### config.mk
export PLATFORM = sky130hd
export DESIGN_NAME = cmd_parser
export DESIGN_NICKNAME = d
export VERILOG_FILES = /design/src/rtl/cmd_pkg.sv /design/src/rtl/cmd_parser_dec_accum.sv /design/src/rtl/cmd_parser.sv
export SDC_FILE = /design/constraint.sdc
export NUM_CORES = 1
export LEC_CHECK = 0
export ABC_AREA = 1
export CAP_MARGIN = 0
export CORE_MARGIN = 1
export CORE_UTILIZATION = 56
export CTS_BUF_LIST = sky130_fd_sc_hd__clkbuf_16
export DETAILED_ROUTE_END_ITERATION = 12
export PLACE_DENSITY = 0.72
export SETUP_SLACK_MARGIN = 0.5
export SYNTH_ARGS = -nofsm -noshare
export SYNTH_HDL_FRONTEND = slang
export SYNTH_SLANG_ARGS = --single-unit
### constraint.sdc
create_clock -name clk -period 9.36 [get_ports clk]
set_input_delay 1.872 -clock clk [delete_from_list [all_inputs] [get_ports clk]]
set_output_delay 1.872 -clock clk [all_outputs]
set_load 0.01 [all_outputs]
### src/rtl/cmd_pkg.sv
// Shared constants for the host command parser: command kinds, ASCII codes and
// parser state encodings.
package cmd_pkg;

    localparam logic [1:0] KIND_BIN  = 2'd0;
    localparam logic [1:0] KIND_FLT  = 2'd1;
    localparam logic [1:0] KIND_TICK = 2'd2;
    localparam logic [1:0] KIND_HACK = 2'd3;

    localparam logic [7:0] CH_SP = 8'h20;
    localparam logic [7:0] CH_LF = 8'h0A;
    localparam logic [7:0] CH_CR = 8'h0D;
    localparam logic [7:0] CH_0  = 8'h30;
    localparam logic [7:0] CH_1  = 8'h31;
    localparam logic [7:0] CH_9  = 8'h39;
    localparam logic [7:0] CH_B  = 8'h62;
    localparam logic [7:0] CH_F  = 8'h66;
    localparam logic [7:0] CH_T  = 8'h74;
    localparam logic [7:0] CH_H  = 8'h68;

    typedef enum logic [2:0] {
        S_OP   = 3'd0,
        S_SP1  = 3'd1,
        S_ID   = 3'd2,
        S_IDX  = 3'd3,
        S_VAL  = 3'd4,
        S_SKIP = 3'd5
    } state_t;

    function automatic logic is_dec(input logic [7:0] c);
        return (c >= CH_0) && (c <= CH_9);
    endfunction

    function automatic logic is_bin(input logic [7:0] c);
        return (c == CH_0) || (c == CH_1);
    endfunction

endpackage

### src/rtl/cmd_parser_dec_accum.sv
// Decimal accumulator: acc = acc*10 + digit, with an overflow flag that is
// visible in the same cycle as the offending digit and sticky until clr.
module dec_accum #(
    parameter int WIDTH = 8
) (
    input  logic             clk,
    input  logic             rst,
    input  logic             clr,
    input  logic             en,
    input  logic [3:0]       digit,
    output logic [WIDTH-1:0] acc,
    output logic             ovf
);

    logic [WIDTH+3:0] wide;
    logic             hi_set;
    logic             ovf_q;

    // (2^WIDTH-1)*10 + 9 < 2^(WIDTH+4), so the wide product never wraps.
    assign wide   = ({4'd0, acc} * (WIDTH+4)'(10)) + (WIDTH+4)'(digit);
    assign hi_set = |wide[WIDTH+3:WIDTH];
    assign ovf    = ovf_q | (en & hi_set);

    always_ff @(posedge clk or posedge rst) begin
        if (rst) begin
            acc   <= '0;
            ovf_q <= 1'b0;
        end else if (clr) begin
            acc   <= '0;
            ovf_q <= 1'b0;
        end else if (en) begin
            acc   <= wide[WIDTH-1:0];
            ovf_q <= ovf_q | hi_set;
        end
    end

endmodule

### src/rtl/cmd_parser.sv
// ASCII command-line parser: turns "b"/"f"/"t"/"h" lines into one structured
// command each, held on cmd_* until downstream accepts it.
module cmd_parser
    import cmd_pkg::*;
#(
    parameter int ID_W  = 2,
    parameter int IDX_W = 8,
    parameter int VAL_W = 64
) (
    input  logic             clk,
    input  logic             rst,
    input  logic             in_valid,
    input  logic [7:0]       in_data,
    output logic             in_ready,
    output logic             cmd_valid,
    input  logic             cmd_ready,
    output logic [1:0]       cmd_kind,
    output logic [ID_W-1:0]  cmd_id,
    output logic [IDX_W-1:0] cmd_index,
    output logic [VAL_W-1:0] cmd_value,
    output logic             err
);

    // Handshakes: a transfer happens on a rising edge where valid && ready are
    // both high. A byte is taken only while no command is pending.

    localparam int IDC_W = $clog2(ID_W + 1);
    localparam int VC_W  = $clog2(VAL_W + 1);
    localparam logic [IDC_W-1:0] ID_MAX  = IDC_W'(ID_W);
    localparam logic [VC_W-1:0]  VAL_MAX = VC_W'(VAL_W);

    state_t             state, state_d;
    logic [1:0]         kind_q, kind_d;
    logic [ID_W-1:0]    id_q;
    logic [IDC_W-1:0]   id_cnt;
    logic [VAL_W-1:0]   bval_q;
    logic [VC_W-1:0]    bval_cnt;
    logic               idx_any, val_any;
    logic               err_d, emit, bad, id_sh, bval_sh;
    logic               byte_ok, clr, idx_en, dval_en, idx_ovf, dval_ovf;
    logic               is_ctl;
    logic [IDX_W-1:0]   idx_acc;
    logic [VAL_W-1:0]   dval_acc;

    assign in_ready = !cmd_valid;
    assign byte_ok  = in_valid && in_ready && (in_data != CH_CR);
    assign clr      = (state == S_OP);
    assign is_ctl   = (kind_q == KIND_TICK) || (kind_q == KIND_HACK);
    assign idx_en   = byte_ok && (state == S_IDX) && is_dec(in_data);
    assign dval_en  = byte_ok && (state == S_VAL) && (kind_q == KIND_FLT) && is_dec(in_data);

    dec_accum #(.WIDTH(IDX_W)) u_idx (
        .clk(clk), .rst(rst), .clr(clr), .en(idx_en),
        .digit(in_data[3:0]), .acc(idx_acc), .ovf(idx_ovf)
    );

    dec_accum #(.WIDTH(VAL_W)) u_dval (
        .clk(clk), .rst(rst), .clr(clr), .en(dval_en),
        .digit(in_data[3:0]), .acc(dval_acc), .ovf(dval_ovf)
    );

    always_comb begin
        state_d = state;
        kind_d  = kind_q;
        err_d   = 1'b0;
        emit    = 1'b0;
        bad     = 1'b0;
        id_sh   = 1'b0;
        bval_sh = 1'b0;
        if (byte_ok) begin
            case (state)
                S_OP: begin
                    if (in_data == CH_B) begin
                        kind_d = KIND_BIN; state_d = S_SP1;
                    end else if (in_data == CH_F) begin
                        kind_d = KIND_FLT; state_d = S_SP1;
                    end else if (in_data == CH_T) begin
                        kind_d = KIND_TICK; state_d = S_SP1;
                    end else if (in_data == CH_H) begin
                        kind_d = KIND_HACK; state_d = S_SP1;
                    end else if (in_data != CH_LF) begin
                        bad = 1'b1;
                    end
                end
                S_SP1: begin
                    if (in_data == CH_SP && !is_ctl) state_d = S_ID;
                    else if (in_data == CH_LF && is_ctl) begin
                        emit = 1'b1; state_d = S_OP;
                    end else bad = 1'b1;
                end
                S_ID: begin
                    if (is_bin(in_data)) begin
                        if (id_cnt == ID_MAX) bad = 1'b1;
                        else id_sh = 1'b1;
                    end else if (in_data == CH_SP && id_cnt != '0) state_d = S_IDX;
                    else bad = 1'b1;
                end
                S_IDX: begin
                    if (is_dec(in_data)) begin
                        if (idx_ovf) bad = 1'b1;
                    end else if (in_data == CH_SP && idx_any) state_d = S_VAL;
                    else bad = 1'b1;
                end
                S_VAL: begin
                    if (kind_q == KIND_BIN && is_bin(in_data)) begin
                        if (bval_cnt == VAL_MAX) bad = 1'b1;
                        else bval_sh = 1'b1;
                    end else if (kind_q == KIND_FLT && is_dec(in_data)) begin
                        if (dval_ovf) bad = 1'b1;
                    end else if (in_data == CH_LF && val_any) begin
                        emit = 1'b1; state_d = S_OP;
                    end else bad = 1'b1;
                end
                S_SKIP: begin
                    if (in_data == CH_LF) state_d = S_OP;
                end
                default: state_d = S_OP;
            endcase
            // A bad LF already ends its line, so skipping would swallow the next one.
            if (bad) begin
                err_d   = 1'b1;
                state_d = (in_data == CH_LF) ? S_OP : S_SKIP;
            end
        end
    end

    always_ff @(posedge clk or posedge rst) begin
        if (rst) begin
            state     <= S_OP;
            kind_q    <= KIND_BIN;
            id_q      <= '0;
            id_cnt    <= '0;
            bval_q    <= '0;
            bval_cnt  <= '0;
            idx_any   <= 1'b0;
            val_any   <= 1'b0;
            err       <= 1'b0;
            cmd_valid <= 1'b0;
            cmd_kind  <= '0;
            cmd_id    <= '0;
            cmd_index <= '0;
            cmd_value <= '0;
        end else begin
            state  <= state_d;
            kind_q <= kind_d;
            err    <= err_d;
            if (clr) begin
                id_q     <= '0;
                id_cnt   <= '0;
                bval_q   <= '0;
                bval_cnt <= '0;
                idx_any  <= 1'b0;
                val_any  <= 1'b0;
            end else begin
                if (id_sh) begin
                    id_q   <= (id_q << 1) | ID_W'(in_data[0]);
                    id_cnt <= id_cnt + IDC_W'(1);
                end
                if (bval_sh) begin
                    bval_q   <= (bval_q << 1) | VAL_W'(in_data[0]);
                    bval_cnt <= bval_cnt + VC_W'(1);
                end
                idx_any <= idx_any | idx_en;
                val_any <= val_any | dval_en | bval_sh;
            end
            if (emit) begin
                cmd_valid <= 1'b1;
                cmd_kind  <= kind_q;
                cmd_id    <= is_ctl ? '0 : id_q;
                cmd_index <= is_ctl ? '0 : idx_acc;
                cmd_value <= is_ctl ? '0 : ((kind_q == KIND_BIN) ? bval_q : dval_acc);
            end else if (cmd_valid && cmd_ready) begin
                cmd_valid <= 1'b0;
            end
        end
    end

endmodule

==> results of run 1 <==
## power by group through the flow
stage	clock network (mW)	registers, mW	logic, mW
CTS	0.916	1.04	0.400
global placement	0	1.06	0.394
floorplan	0	1.05	0.274
finish	0.912	1.04	0.405
detailed placement	0	1.06	0.400
global route	0.953	1.04	0.440
## cells in the mapped netlist (3+ instances only)
cell type / number
sky130_fd_sc_hd__a21o_1: 4
sky130_fd_sc_hd__a21oi_1: 77
sky130_fd_sc_hd__a22o_1: 5
sky130_fd_sc_hd__a31oi_1: 66
sky130_fd_sc_hd__a32o_1: 16
sky130_fd_sc_hd__and2_1: 3
sky130_fd_sc_hd__and3_1: 7
sky130_fd_sc_hd__clkbuf_1: 59
sky130_fd_sc_hd__dfrtp_1: 234
sky130_fd_sc_hd__fa_1: 4
sky130_fd_sc_hd__ha_1: 146
sky130_fd_sc_hd__inv_1: 475
sky130_fd_sc_hd__inv_2: 10
sky130_fd_sc_hd__nand2_1: 1081
sky130_fd_sc_hd__nand2_2: 33
sky130_fd_sc_hd__nand2_4: 4
sky130_fd_sc_hd__nand3_1: 166
sky130_fd_sc_hd__nand3_2: 11
sky130_fd_sc_hd__nand3b_1: 7
sky130_fd_sc_hd__nand4_1: 37
sky130_fd_sc_hd__nor2_1: 270
sky130_fd_sc_hd__nor2_2: 20
sky130_fd_sc_hd__nor2_4: 8
sky130_fd_sc_hd__nor3_1: 34
sky130_fd_sc_hd__nor3_2: 3
sky130_fd_sc_hd__nor4_1: 6
sky130_fd_sc_hd__o21ai_0: 141
sky130_fd_sc_hd__o21ai_1: 5
sky130_fd_sc_hd__o21bai_1: 5
sky130_fd_sc_hd__o22ai_1: 6
sky130_fd_sc_hd__o31ai_1: 4
sky130_fd_sc_hd__or2_2: 3
sky130_fd_sc_hd__xnor2_1: 8
sky130_fd_sc_hd__xor2_1: 13
## cell families after synthesis
logic type / synth area share [%]
and+or+nand+nor: 37.53
buffers and inverters: 10.72
AOI/OAI and AO/OA: 10.35
DFF: 30.51
adders and majority gates: 9.935
xor gates and xnor gates: 0.9584
## cell type report
class / count / area share (%)
clock buffer: 23 / 2.704
clock inverter: 18 / 0.6937
inverter: 487 / 8.630
multi-input combinational: 2212 / 53.17
sequential: 234 / 27.51
tap: 448 / 2.634
timing repair buffer: 102 / 4.656
## state kept, by name, summed over array words and instances (netlist names)
signal        flops
bval_cnt          7
bval_q           64
cmd_id            2
cmd_index         8
cmd_kind          2
cmd_valid         1
cmd_value        64
err               1
id_cnt            2
id_q              2
idx_any           1
kind_q            2
state             3
u_dval.acc       64
u_dval.ovf_q      1
u_idx.acc         8
u_idx.ovf_q       1
val_any           1
## layer usage
metal,vias to the layer above,routed length [um],track usage (%)
met5,-,0,0
met4,0,1861,11.00
met3,104,5039,3.527
met2,846,28410,58.48
met1,9174,28830,53.02
li1,9610,-,-
## worst paths after layout
| kind | slack (ns) | depth (start not counted) | end |
|---|---|---|---|
| worst max-delay path | 3.89 | 27 | state[0]$_DFFE_PP0P_ |
| worst min-delay path | 0.49 | 2 | cmd_index[5]$_DFFE_PP0P_ |
| worst max register to register | 4.68 | 31 | state[0]$_DFFE_PP0P_ |
| worst min register to register | 0.49 | 2 | cmd_index[5]$_DFFE_PP0P_ |
| max in group asynchronous | 6.11 | 3 | cmd_value[32]$_DFFE_PP0P_ |
| min in group asynchronous | 1.81 | 2 | cmd_value[43]$_DFFE_PP0P_ |
## critical path, stage by stage
cell and delay (ns):
sky130_fd_sc_hd__clkdlybuf4s50_1 0.70, sky130_fd_sc_hd__ha_1 0.26, sky130_fd_sc_hd__inv_1 0.06, sky130_fd_sc_hd__fa_1 0.39
sky130_fd_sc_hd__o21ai_1 0.19, sky130_fd_sc_hd__nand2_1 0.14, sky130_fd_sc_hd__nor2_1 0.18, sky130_fd_sc_hd__nand3_1 0.16
sky130_fd_sc_hd__nor2_2 0.15, sky130_fd_sc_hd__nand3_1 0.11, sky130_fd_sc_hd__nor2_1 0.19, sky130_fd_sc_hd__nand3_2 0.14
sky130_fd_sc_hd__nor2_4 0.15, sky130_fd_sc_hd__nand4_4 0.13, sky130_fd_sc_hd__nor2_2 0.17, sky130_fd_sc_hd__nand3_1 0.09
sky130_fd_sc_hd__nand2_1 0.07, sky130_fd_sc_hd__nor2_1 0.05, sky130_fd_sc_hd__nand2_1 0.08, sky130_fd_sc_hd__nand2_1 0.08
sky130_fd_sc_hd__nand2_1 0.10, sky130_fd_sc_hd__nand2_2 0.07, sky130_fd_sc_hd__nand2_2 0.11, sky130_fd_sc_hd__nand2_4 0.07
sky130_fd_sc_hd__nand2_2 0.08, sky130_fd_sc_hd__nand2_1 0.07, sky130_fd_sc_hd__nand2_1 0.05
==> impl_metrics.xml, run 1 <==
<?xml version="1.0" encoding="UTF-8"?>
<metrics>
  <group name="clock_network">
    <metric name="clock_sinks" unit="">234</metric>
    <metric name="clkTransAtPathRegs" unit="ns">0.07</metric>
    <metric name="numCtsBuffers" unit="">23</metric>
    <metric name="cts.htree.levels" unit="">1</metric>
    <metric name="insertion_delay" unit="ns">0.52</metric>
    <metric name="hold_buffers" unit="">0</metric>
    <metric name="root_buffer" unit="">sky130_fd_sc_hd__clkbuf_16</metric>
    <metric name="cts_tree" unit="">yes</metric>
    <metric name="cts.path.max_buffers" unit="">3</metric>
    <metric name="postCtsSetupRepairBufs" unit="">0</metric>
    <metric name="post_cts_resize_count" unit="">0</metric>
  </group>
  <group name="timing">
    <metric name="timing.final.ws_setup" unit="ns">3.894</metric>
    <metric name="totalNegativeSetupSlack" unit="ns">0</metric>
    <metric name="worst_hold_slack" unit="ns">0.4899</metric>
    <metric name="finalHoldViolCount" unit="">0</metric>
    <metric name="finalSetupViolations" unit="">0</metric>
    <metric name="clock.fmax" unit="MHz">182.9</metric>
    <metric name="rsz0062_at_grt" unit="">false</metric>
    <metric name="slew-limit-headroom" unit="%">12.53</metric>
    <metric name="final_min_period_over_clock_period" unit="%">58.40</metric>
    <metric name="slew_violations" unit="">0</metric>
    <metric name="period_minus_slack" unit="ns">5.466</metric>
    <metric name="finClkSkew" unit="ns">0.01263</metric>
    <metric name="tightestPinTransition" unit="ns">1.305</metric>
  </group>
  <group name="finish">
    <metric name="postLayoutCoreUtil" unit="%">63.32</metric>
    <metric name="layout.cells.most_common" unit="">sky130_fd_sc_hd__nand2_1</metric>
    <metric name="post_layout_nonfiller_instances" unit="">3524</metric>
    <metric name="area.sequential" unit="um^2">5856</metric>
    <metric name="num_antenna_cells" unit="">0</metric>
    <metric name="layout.cells.most_common_list" unit="">1080 x sky130_fd_sc_hd__nand2_1, 476 x sky130_fd_sc_hd__inv_1, 264 x sky130_fd_sc_hd__nor2_1</metric>
    <metric name="syn2layout_area_growth" unit="%">10.90</metric>
    <metric name="fill_cell_instance_count_of_the_final_layout" unit="">3186</metric>
    <metric name="final_nets" unit="">3222</metric>
    <metric name="final_design_area_no_fill" unit="um^2">21280</metric>
    <metric name="multi_input_logic_area" unit="um^2">11320</metric>
    <metric name="layout-drive-gt1-share" unit="%">5.137</metric>
  </group>
  <group name="pwr">
    <metric name="power.leakage" unit="nW">11.03</metric>
    <metric name="clkPwrFrac" unit="%">38.7</metric>
    <metric name="sw_frac_of_total" unit="%">31.60</metric>
    <metric name="switching_power" unit="mW">0.7450</metric>
    <metric name="cellPowerDensity" unit="nW/um^2">110.8</metric>
    <metric name="power.internal" unit="mW">1.613</metric>
    <metric name="power.combinational.fraction" unit="%">17.2</metric>
    <metric name="peakVddDrop" unit="mV">0.1562</metric>
    <metric name="finalPower" unit="mW">2.358</metric>
    <metric name="power_frac_seq" unit="%">44.1</metric>
  </group>
  <group name="route">
    <metric name="via_count" unit="">19730</metric>
    <metric name="antenna_left" unit="">0</metric>
    <metric name="post_drt_wl_per_cell" unit="um">18.20</metric>
    <metric name="detail_route.vias_per_cell" unit="">5.600</metric>
    <metric name="post-route-drc-count" unit="">0</metric>
    <metric name="final_wirelength" unit="mm">64.13</metric>
    <metric name="detail_route.iter0.violations" unit="">1943</metric>
    <metric name="drt-pass1-iter-count" unit="">5</metric>
  </group>
  <group name="placement">
    <metric name="dpl_worst_slack" unit="ns">3.453</metric>
    <metric name="numPortBuffers" unit="">90</metric>
    <metric name="dp_cells" unit="">3483</metric>
    <metric name="dp.final_hpwl" unit="mm">51.43</metric>
    <metric name="globalplace.congestion" unit="">0.9977</metric>
    <metric name="placed_area" unit="um^2">20560</metric>
  </group>
  <group name="logic_synthesis">
    <metric name="synth.top_cell.area_share" unit="%">30.51</metric>
    <metric name="dominantRegCellSynth" unit="">sky130_fd_sc_hd__dfrtp_1</metric>
    <metric name="ys_top_cells_by_area" unit="">sky130_fd_sc_hd__dfrtp_1 31%, sky130_fd_sc_hd__nand2_1 21%, sky130_fd_sc_hd__ha_1 9.5%</metric>
    <metric name="yosys.area.top_type" unit="">sky130_fd_sc_hd__dfrtp_1</metric>
    <metric name="ys_ff_latch" unit="">234</metric>
    <metric name="sequential_share_of_the_synthesized_area" unit="%">30.51</metric>
    <metric name="ys_warn_count" unit="">0</metric>
    <metric name="synthDistinctLibCells" unit="">50</metric>
    <metric name="synth_edf_count" unit="">0</metric>
    <metric name="post_synth.cell_area_avg" unit="um^2">6.410</metric>
    <metric name="synthCells" unit="">2994</metric>
    <metric name="synth-async-reset-ratio" unit="%">100.0</metric>
    <metric name="post_synth_instance_area" unit="um^2">19190</metric>
    <metric name="syn_nets" unit="">3156</metric>
  </group>
  <group name="die">
    <metric name="die_width" unit="um">187.1</metric>
    <metric name="fp.dieArea" unit="um^2">35020</metric>
    <metric name="rows" unit="">67</metric>
    <metric name="initial_core_util" unit="%">57.09</metric>
    <metric name="floorplan.die.height" unit="um">187.1</metric>
    <metric name="fp.coreArea" unit="um^2">33620</metric>
    <metric name="i_o_pins" unit="">91</metric>
  </group>
  <group name="critical_path">
    <metric name="reg2reg_from" unit="">u_dval.acc[3]$_DFFE_PP0P_</metric>
    <metric name="critical_path_required" unit="ns">9.82</metric>
    <metric name="worst_setup_path_category" unit="">in -&gt; reg</metric>
    <metric name="crit_arrival" unit="ns">5.93</metric>
    <metric name="worst-path-max-fanout" unit="">6</metric>
    <metric name="worst_setup_path_end_kind" unit="">flip-flop</metric>
    <metric name="critical_path.startpoint_type" unit="">input port</metric>
    <metric name="cp-startpoint" unit="">in_data[1]</metric>
  </group>
  <group name="outcome">
    <metric name="status" unit="">completed</metric>
  </group>
  <group name="flow_run">
    <metric name="maxCapViolations" unit="">0</metric>
  </group>
  <group name="global_route">
    <metric name="grt_first_pass_wirelength" unit="mm">101.5</metric>
    <metric name="grt_antenna_before_repair" unit="">0</metric>
    <metric name="first_global_vias" unit="">18700</metric>
    <metric name="global_route.usage.total" unit="%">36.79</metric>
    <metric name="grt-ovfl-total" unit="">0</metric>
    <metric name="grt_max_degree" unit="">129</metric>
  </group>
  <group name="worst_hold_path">
    <metric name="min-delay-start" unit="">cmd_index[5]$_DFFE_PP0P_</metric>
    <metric name="hold_path_class" unit="">reg -&gt; reg</metric>
  </group>
</metrics>
Note: power is estimated with default switching activity, not from simulation.
==> run 2, diff against run 1 <==
==> constraint.sdc (replaced) <==
create_clock -name clk -period 5.55 [get_ports clk]
set_input_delay 1.11 -clock clk [delete_from_list [all_inputs] [get_ports clk]]
set_output_delay 1.11 -clock clk [all_outputs]
set_load 0.01 [all_outputs]
==> run 2 against run 1 <==
Net effect:
- largest power group unchanged
- routed wire length is 0.39% higher
- critical endpoint is now state[2]$_DFFE_PP0P_
- critical path depth is the same
- setup slack worse by 3.1 ns
- sequential cell count did not move
- count of clock-buffer cells in the layout did not move
==> impl_metrics.xml, run 2 (synthesis results as in run 1) <==
<?xml version="1.0" encoding="UTF-8"?>
<metrics>
  <group name="clock_network">
    <metric name="cts.path.max_buffers" unit="">3</metric>
    <metric name="insertion_delay" unit="ns">0.53</metric>
    <metric name="clock_sinks" unit="">234</metric>
    <metric name="cts_tree" unit="">yes</metric>
    <metric name="numCtsBuffers" unit="">23</metric>
    <metric name="post_cts_resize_count" unit="">0</metric>
    <metric name="postCtsSetupRepairBufs" unit="">0</metric>
    <metric name="root_buffer" unit="">sky130_fd_sc_hd__clkbuf_16</metric>
    <metric name="cts.htree.levels" unit="">1</metric>
    <metric name="clkTransAtPathRegs" unit="ns">0.07</metric>
    <metric name="hold_buffers" unit="">0</metric>
  </group>
  <group name="timing">
    <metric name="clock.fmax" unit="MHz">210.3</metric>
    <metric name="tightestPinTransition" unit="ns">0.9508</metric>
    <metric name="period_minus_slack" unit="ns">4.755</metric>
    <metric name="final_min_period_over_clock_period" unit="%">85.67</metric>
    <metric name="rsz0062_at_grt" unit="">false</metric>
    <metric name="finClkSkew" unit="ns">0.02256</metric>
    <metric name="slew-limit-headroom" unit="%">36.22</metric>
    <metric name="totalNegativeSetupSlack" unit="ns">0</metric>
    <metric name="slew_violations" unit="">0</metric>
    <metric name="finalSetupViolations" unit="">0</metric>
    <metric name="finalHoldViolCount" unit="">0</metric>
    <metric name="timing.final.ws_setup" unit="ns">0.7953</metric>
    <metric name="worst_hold_slack" unit="ns">0.4871</metric>
  </group>
  <group name="finish">
    <metric name="fill_cell_instance_count_of_the_final_layout" unit="">3175</metric>
    <metric name="num_antenna_cells" unit="">0</metric>
    <metric name="final_nets" unit="">3226</metric>
    <metric name="layout.cells.most_common_list" unit="">1080 x sky130_fd_sc_hd__nand2_1, 477 x sky130_fd_sc_hd__inv_1, 264 x sky130_fd_sc_hd__nor2_1</metric>
    <metric name="reg_top3" unit="">bval_q x64, cmd_value x64, u_dval.acc x64</metric>
    <metric name="layout.cells.most_common" unit="">sky130_fd_sc_hd__nand2_1</metric>
    <metric name="syn2layout_area_growth" unit="%">11.41</metric>
    <metric name="final_design_area_no_fill" unit="um^2">21380</metric>
    <metric name="layout-drive-gt1-share" unit="%">5.226</metric>
  </group>
  <group name="critical_path">
    <metric name="critical_path_required" unit="ns">6.00</metric>
    <metric name="worst_setup_path_category" unit="">in -&gt; reg</metric>
    <metric name="crit_arrival" unit="ns">5.20</metric>
    <metric name="worst-path-max-fanout" unit="">6</metric>
    <metric name="critical_path.startpoint_type" unit="">input port</metric>
    <metric name="worst_setup_path_end_kind" unit="">flip-flop</metric>
  </group>
  <group name="flow_run">
    <metric name="maxCapViolations" unit="">0</metric>
  </group>
  <group name="route">
    <metric name="detail_route.iter0.violations" unit="">1748</metric>
    <metric name="post_drt_wl_per_cell" unit="um">18.24</metric>
    <metric name="post-route-drc-count" unit="">0</metric>
    <metric name="via_count" unit="">19890</metric>
    <metric name="detail_route.vias_per_cell" unit="">5.637</metric>
    <metric name="final_wirelength" unit="mm">64.38</metric>
    <metric name="drt-pass1-iter-count" unit="">6</metric>
    <metric name="antenna_left" unit="">0</metric>
  </group>
  <group name="placement">
    <metric name="placed_area" unit="um^2">20620</metric>
    <metric name="dp.final_hpwl" unit="mm">51.57</metric>
    <metric name="dpl_worst_slack" unit="ns">0.4122</metric>
    <metric name="globalplace.congestion" unit="">0.9946</metric>
    <metric name="numPortBuffers" unit="">90</metric>
  </group>
  <group name="global_route">
    <metric name="grt-ovfl-total" unit="">0</metric>
    <metric name="first_global_vias" unit="">19060</metric>
    <metric name="grt_first_pass_wirelength" unit="mm">101.7</metric>
    <metric name="grt_antenna_before_repair" unit="">0</metric>
    <metric name="grt_max_degree" unit="">132</metric>
    <metric name="global_route.usage.total" unit="%">36.93</metric>
  </group>
  <group name="die">
    <metric name="i_o_pins" unit="">91</metric>
    <metric name="rows" unit="">67</metric>
    <metric name="fp.dieArea" unit="um^2">35020</metric>
    <metric name="floorplan.die.height" unit="um">187.1</metric>
    <metric name="die_width" unit="um">187.1</metric>
    <metric name="initial_core_util" unit="%">57.09</metric>
    <metric name="fp.coreArea" unit="um^2">33620</metric>
  </group>
  <group name="worst_hold_path">
    <metric name="hold_path_class" unit="">reg -&gt; reg</metric>
  </group>
  <group name="outcome">
    <metric name="status" unit="">completed</metric>
  </group>
  <group name="pwr">
    <metric name="cellPowerDensity" unit="nW/um^2">189.1</metric>
    <metric name="peakVddDrop" unit="mV">0.2932</metric>
    <metric name="power.leakage" unit="nW">11.08</metric>
  </group>
</metrics>
## run 2: cell types whose count changed in the layout (fill, tap and decap cells not counted), sizes merged
cell      before  now
buf           12   16
bufinv         2    4
clkinv        11   12
clkinvlp       3    2
inv          489  488
## run 2: worst max-delay path, stage by stage
cell and delay [ns]:
sky130_fd_sc_hd__clkdlybuf4s50_1 0.66, sky130_fd_sc_hd__ha_1 0.26, sky130_fd_sc_hd__inv_1 0.07, sky130_fd_sc_hd__fa_1 0.41, sky130_fd_sc_hd__o21ai_1 0.19, sky130_fd_sc_hd__nand2_1 0.15
sky130_fd_sc_hd__nor2_1 0.19, sky130_fd_sc_hd__nand3_1 0.17, sky130_fd_sc_hd__nor2_2 0.16, sky130_fd_sc_hd__nand3_1 0.12, sky130_fd_sc_hd__nor2_1 0.21, sky130_fd_sc_hd__nand3_2 0.15
sky130_fd_sc_hd__nor2_4 0.15, sky130_fd_sc_hd__nand4_4 0.13, sky130_fd_sc_hd__nor2_2 0.18, sky130_fd_sc_hd__nand3_1 0.10, sky130_fd_sc_hd__nand2_1 0.07, sky130_fd_sc_hd__nor2_1 0.05
sky130_fd_sc_hd__nand2_1 0.08, sky130_fd_sc_hd__nand2_1 0.07, sky130_fd_sc_hd__nand2_1 0.11, sky130_fd_sc_hd__nand2_2 0.07, sky130_fd_sc_hd__nand2_2 0.10, sky130_fd_sc_hd__nand2_4 0.07
sky130_fd_sc_hd__nand2_2 0.08, sky130_fd_sc_hd__nand2_1 0.06, sky130_fd_sc_hd__nand2_1 0.06
## run 2: per-stage QoR
step / cells / util (%) / power, mW
after CTS: 3529 / 63.61 / 4.040
after floorplan: 2994 / - / 2.240
final: 3529 / 63.61 / 4.043
after global placement: 3487 / 61.33 / 2.447
after global routing: 3529 / 63.61 / 4.184
after detailed placement: 3487 / 61.33 / 2.449
## run 2: final cells by class
type / count / area [um^2] / share of cell area (%)
flip-flops and latches: 234 / 5856 / 27.39
clock buffers: 23 / 575.6 / 2.692
multi-input cells: 2212 / 11320 / 52.95
inverters: 487 / 1833 / 8.573
clock inverters: 19 / 188.9 / 0.8836
well taps: 448 / 560.5 / 2.622
repair buffers: 106 / 1046 / 4.892
## run 2: final timing paths
kind	endpoint	slack (ns)	cells after the start	start
worst max-delay path	state[2]$_DFFE_PP0P_	0.80	27	in_data[1]
worst min-delay path	id_q[1]$_DFFE_PP0P_	0.49	2	id_q[1]$_DFFE_PP0P_
worst max register to register	state[2]$_DFFE_PP0P_	0.93	28	u_dval.acc[3]$_DFFE_PP0P_
worst min register to register	id_q[1]$_DFFE_PP0P_	0.49	2	id_q[1]$_DFFE_PP0P_
max in group asynchronous	u_dval.acc[12]$_DFFE_PP0P_	3.48	3	rst
min in group asynchronous	cmd_value[61]$_DFFE_PP0P_	0.99	2	rst
## run 2: metal layers
layer | track usage [%] | wire (um)
met5 | 0 | 0
met4 | 10.88 | 1695
met3 | 3.471 | 4879
met1 | 52.92 | 28860
met2 | 59.16 | 28940
## run 2: power by group
part / internal (mW) / switching (mW) / total, mW
sequential: 1.73 / 0.0261 / 1.75
combinational: 0.133 / 0.539 / 0.672
clock: 0.940 / 0.677 / 1.62
total: 2.80 / 1.24 / 4.04
==> run 3, diff against run 2 <==
--- a/config.mk
+++ b/config.mk
@@ -11,6 +11,7 @@
 export CORE_UTILIZATION = 56
 export CTS_BUF_LIST = sky130_fd_sc_hd__clkbuf_16
 export DETAILED_ROUTE_END_ITERATION = 12
+export HOLD_SLACK_MARGIN = 0.15
 export PLACE_DENSITY = 0.72
 export SETUP_SLACK_MARGIN = 0.5
 export SYNTH_ARGS = -nofsm -noshare
==> results of run 3 <==
Final layout, timing and power as in run 2 (identical DEF).
